[src/rtl/spi_word_rx.sv]
// SPI slave word receiver: synchronizes SCK/SSEL/MOSI into clk, assembles WIDTH-bit
// words and queues them in a first-word-fall-through FIFO. Define SPI_WORD_RX_FRAME_ERR_EN for frame_err.
module spi_word_rx #(
  parameter int WIDTH     = 8,
  parameter int DEPTH     = 4,
  parameter bit CPOL      = 1'b0,
  parameter bit CPHA      = 1'b0,
  parameter bit MSB_FIRST = 1'b1
) (
  input  logic                     clk,
  input  logic                     rst,
  input  logic                     SCK,
  input  logic                     SSEL,
  input  logic                     MOSI,
  output logic [WIDTH-1:0]         rx_data,
  output logic                     rx_valid,
  input  logic                     rx_ready,
  output logic [$clog2(DEPTH):0]   rx_level,
  output logic                     overflow,
  input  logic                     ovf_clr,
  output logic                     frame_err
);

  localparam int AW = $clog2(DEPTH);
  localparam int LW = AW + 1;
  localparam int CW = $clog2(WIDTH);
  localparam logic [CW-1:0] LAST_BIT   = CW'(WIDTH - 1);
  localparam logic [LW-1:0] FULL_LEVEL = LW'(DEPTH);
  localparam bit SAMPLE_RISE = (CPOL == CPHA);

  function automatic logic [WIDTH-1:0] shift_in(input logic [WIDTH-1:0] cur, input logic b);
    if (MSB_FIRST) return {cur[WIDTH-2:0], b};
    else           return {b, cur[WIDTH-1:1]};
  endfunction

  logic [2:0]       sck_sync;
  logic [2:0]       ssel_sync;
  logic [1:0]       mosi_sync;
  logic             active_p0;
  logic             sample_p0;
  logic             abort_p0;
  logic             last_p0;
  logic [CW-1:0]    bit_cnt;
  logic [WIDTH-1:0] sreg;
  logic [WIDTH-1:0] word_p1;
  logic             vld_p1;
  logic [WIDTH-1:0] mem [DEPTH];
  logic [AW-1:0]    wr_ptr;
  logic [AW-1:0]    rd_ptr;
  logic [LW-1:0]    count;
  logic             pop;
  logic             full;
  logic             push_ok;
  logic             ovf_evt;

  // Synchronizers: SCK/SSEL three flops, MOSI two flops; index 0 is the newest stage
  always_ff @(posedge clk) begin
    if (rst) begin
      sck_sync  <= {3{CPOL}};
      ssel_sync <= 3'b111;
      mosi_sync <= 2'b00;
    end else begin
      sck_sync  <= {sck_sync[1:0], SCK};
      ssel_sync <= {ssel_sync[1:0], SSEL};
      mosi_sync <= {mosi_sync[0], MOSI};
    end
  end

  // Stage p0: edge / frame-boundary detection
  always_comb begin
    active_p0 = ~ssel_sync[1];
    if (SAMPLE_RISE) sample_p0 = active_p0 & sck_sync[1] & ~sck_sync[2];
    else             sample_p0 = active_p0 & ~sck_sync[1] & sck_sync[2];
    // SSEL just went inactive while a word was half assembled
    abort_p0  = ssel_sync[1] & ~ssel_sync[2] & (bit_cnt != '0);
    last_p0   = sample_p0 & (bit_cnt == LAST_BIT);
  end

  // Stage p1: bit assembly
  always_ff @(posedge clk) begin
    if (rst) begin
      bit_cnt <= '0;
      sreg    <= '0;
      vld_p1  <= 1'b0;
    end else begin
      vld_p1 <= last_p0;
      if (!active_p0)      bit_cnt <= '0;
      else if (last_p0)    bit_cnt <= '0;
      else if (sample_p0)  bit_cnt <= bit_cnt + CW'(1);
      if (abort_p0)        sreg <= '0;
      else if (sample_p0)  sreg <= shift_in(sreg, mosi_sync[1]);
    end
  end

  always_ff @(posedge clk) begin
    if (last_p0) word_p1 <= shift_in(sreg, mosi_sync[1]);
  end

  // Stage p2: receive FIFO
  always_comb begin
    rx_valid = (count != '0);
    pop      = rx_valid & rx_ready;
    full     = (count == FULL_LEVEL);
    // A pop in the same cycle frees the slot, so a full FIFO still accepts
    push_ok  = vld_p1 & (~full | pop);
    ovf_evt  = vld_p1 & full & ~pop;
    rx_level = count;
    rx_data  = '0;
    if (rx_valid) rx_data = mem[rd_ptr];
  end

  always_ff @(posedge clk) begin
    if (rst) begin
      wr_ptr   <= '0;
      rd_ptr   <= '0;
      count    <= '0;
      overflow <= 1'b0;
    end else begin
      if (push_ok) wr_ptr <= wr_ptr + AW'(1);
      if (pop)     rd_ptr <= rd_ptr + AW'(1);
      case ({push_ok, pop})
        2'b10:   count <= count + LW'(1);
        2'b01:   count <= count - LW'(1);
        default: count <= count;
      endcase
      if (ovf_evt)      overflow <= 1'b1;
      else if (ovf_clr) overflow <= 1'b0;
    end
  end

  always_ff @(posedge clk) begin
    if (push_ok) mem[wr_ptr] <= word_p1;
  end

`ifdef SPI_WORD_RX_FRAME_ERR_EN
  always_ff @(posedge clk) begin
    if (rst) frame_err <= 1'b0;
    else     frame_err <= abort_p0;
  end
`else
  assign frame_err = 1'b0;
`endif

endmodule

[config.mk]
export PLATFORM = sky130hd
export DESIGN_NAME = spi_word_rx
export DESIGN_NICKNAME = d
export VERILOG_FILES = /design/src/rtl/spi_word_rx.sv
export SDC_FILE = /design/constraint.sdc
export NUM_CORES = 1
export LEC_CHECK = 0
export CAP_MARGIN = 30
export CORE_AREA = 2 2 101 64
export DETAILED_ROUTE_END_ITERATION = 10
export DIE_AREA = 0 0 103 66
export MAX_ROUTING_LAYER = met4
export SKIP_CTS_REPAIR_TIMING = 1
export SYNTH_ARGS = -nofsm -noshare
export SYNTH_HDL_FRONTEND = slang
export SYNTH_SLANG_ARGS = --single-unit
[constraint.sdc]
create_clock -name clk -period 4.95 [get_ports clk]
set_clock_uncertainty 0.05 [all_clocks]
set_input_delay 1.485 -clock clk [delete_from_list [all_inputs] [get_ports clk]]
set_output_delay 1.485 -clock clk [all_outputs]
set_load 0.02 [all_outputs]
==> impl_metrics.csv <==
group,metric,value,unit
clock_tree,cts_buffer_depth,2,
critical_path,cp-end-kind,"output port",
floorplan,initial_core_util,45.3,%
drt,initialDrtViolationCount,79,
layout,mostFrequentLayoutCells,"edfxtp_1 (40), dfxtp_1 (29), clkdlybuf4s50_1 (19), nor2_1 (18), nor2b_1 (15)",
sta,drv_slew,0,
power,ir_drop,0.148,mV
power,power.density,350,nW/um2
yosys,syn_inst,181,
critical_path,critPathArrivalTime,2.26,ns
worst_hold_path,hold_path.class,"flip-flop to flip-flop",
layout,antenna_cells,0,
yosys,ys.flop_type,"edfxtp_1",
layout,register_area,1780,um2
critical_path,crit_required,3.41,ns
floorplan,num_rows,22,
yosys,syn_nets,197,
critical_path,crit_fanout,8,
sta,setup_tns,0,ns
yosys,synthArstFlopShare,0,%
clock_tree,cts_buffers,9,
floorplan,dieArea,6800,um2
global_route,grt_antenna_before_repair,0,
power,switching_power,0.212,mW
floorplan,core-area,5890,um2
global_route,grt_first_pass_wirelength,6840,um
drt,wire_per_inst,14.2,um
layout,multi_input_area,806,um2
power,p_leak,1.07,nW
sta,fin_crit_sh,76.7,%
place,dpl.hpwl,2870,um
layout,layout-drive-gt1-share,15.6,%
drt,drc,0,
status,status,"complete, no violations",
global_route,overflow,0,
layout,nFillCells,524,
place,dp.cells,278,
clock_tree,tritoncts,"done",
layout,area_growth,18.5,%
clock_tree,htreeDepth,3,
drt,routed_wl,4180,um
power,p_int,0.894,mW
floorplan,die_h,66,um
drt,vias_per_cell,4.63,
yosys,ys_seq_area_share,66.8,%
critical_path,start_kind,"flip-flop",
sta,fin_crit,3.80,ns
yosys,yosys.cell_types.count,29,
drt,drt_first_pass_iters,4,
global_route,grt_max_degree,22,
clock_tree,cts_root_buffer,"clkbuf_8",
global_route,grt_pass1_vias,1395,
clock_tree,clk_pin_slew,0.07,ns
sta,slew_headroom,53.5,%
yosys,synth_edf_count,40,
yosys,ys_warn_count,0,
power,switching_share,19.1,%
layout,instances_no_fill,295,
sta,max_freq,0.263,GHz
power,clkPwrFrac,44.2,%
critical_path,worstSetupPathType,"flip-flop to output port",
sta,setup_viol,0,
place,port_buffers,19,
global_route,track_usage,14.6,%
yosys,syn_area,2670,um2
sta,fin_hold_ws,0.382,ns
power,p_comb_share,1.2,%
layout,finalNetCount,222,
sta,worst_pin_slew,0.695,ns
layout,layout_commonest_cell,"edfxtp_1",
floorplan,die_w,103,um
clock_tree,clock_latency,0.34,ns
sta,hold_viol_final,0,
drt,drtAntennaViolNets,0,
floorplan,ios,21,
clock_tree,cts.sinks,69,
job,maxCapViolations,0,
yosys,ys_ff_latch,69,
power,seq_power_share,54.6,%
sta,rsz0062_at_grt,"false",
place,gp_congestion,0.723,
drt,vias,1365,
yosys,synth_area_per_cell,14.7,um2
-- kinds of logic (layout without fill, tap and decap cells) --
group           count (synthesis)  in the layout  synth area share, %
compound gates                  9              9                 2.07
xor+xnor                        4              4                 1.31
fa+ha+maj                       9              9                 4.51
buf+inv                        19             49                 3.14
flops                          69             69                 66.8
mux                            19             19                 11.1
other cells                     1              1                0.141
simple gates                   51             51                 10.9
-- synthesized netlist by cell type (2+ instances only) --
master    number  area share (%)
a21oi_1        4            0.75
ha_1           8             3.8
dfxtp_1       29              22
a31o_2         2            0.66
and2_1         5             1.2
edfxtp_1      40              45
nor2b_1       15             3.5
mux4_2         8             6.8
xor2_1         3            0.99
nor2_1        18             2.5
nand2b_1       3            0.70
mux2i_1       10             3.8
inv_1         12             1.7
or3_1          2            0.47
o21ai_0        2            0.38
clkbuf_1       3            0.42
buf_4          3            0.84
or2_2          3            0.70
-- layer usage --
layer / GRT usage (%) / share of wire, %
met1: 16.9 / 46
met2: 23.1 / 47
met3: 6.13 / 4.9
met4: 5.43 / 1.7
met5: - / 0
-- sequential cells by signal, indices dropped and copies added (netlist names), named ones only --
| name | flops |
|---|---|
| sreg | 7 |
| word_p1 | 8 |
| mem | 32 |
| sck_sync | 3 |
| wr_ptr | 2 |
| bit_cnt | 3 |
| vld_p1 | 1 |
| mosi_sync | 2 |
| overflow | 1 |
| ssel_sync | 3 |
| rd_ptr | 2 |
| rx_level | 3 |
-- worst paths after layout --
kind | slack, ns | depth (start not counted) | from | endpoint
max | 1.15 | 3 | flip-flop | rx_data[1]
min | 0.38 | 1 | ssel_sync[0]$_SDFF_PP1_ | ssel_sync[1]$_SDFF_PP1_
max reg2reg | 2.68 | 9 | rx_level[0]$_SDFFE_PP0P_ | rx_level[2]$_SDFFE_PP0P_
min reg2reg | 0.38 | 1 | ssel_sync[0]$_SDFF_PP1_ | ssel_sync[1]$_SDFF_PP1_
-- power groups by stage --
stage               Combinational [mW]  Clock (mW)  Sequential [mW]
finish                          0.0135       0.488            0.604
global route                    0.0150       0.524            0.604
CTS                             0.0135       0.500            0.604
detailed placement              0.0134           0            0.617
global placement                0.0130           0            0.616
floorplan                      0.00768           0            0.616
-- cell type report --
type	instances	area share [%]
Tap cell	84	3.33
Multi-Input combinational cell	93	25.5
Clock buffer	10	4.04
Inverter	12	1.43
Sequential cell	69	56.4
Clock inverter	6	2.73
Timing Repair Buffer	21	6.61
-- through the flow --
step,setup WS (ns),instance area (um2),power [mW],util [%]
detailed placement,1.13,2940,0.630,49.8
finish,1.15,3160,1.11,53.7
global placement,1.24,2940,0.629,49.8
CTS,1.07,3150,1.12,53.5
floorplan,1.81,2670,0.624,-
global route,1.01,3160,1.14,53.7
-- worst max-delay path: stages (launching register included) --
cell and delay (ns):
dfxtp_1 0.66, mux4_2 0.58, nor2b_1 0.15, clkdlybuf4s50_1 0.53
Note: power is estimated with default switching activity, not from simulation.
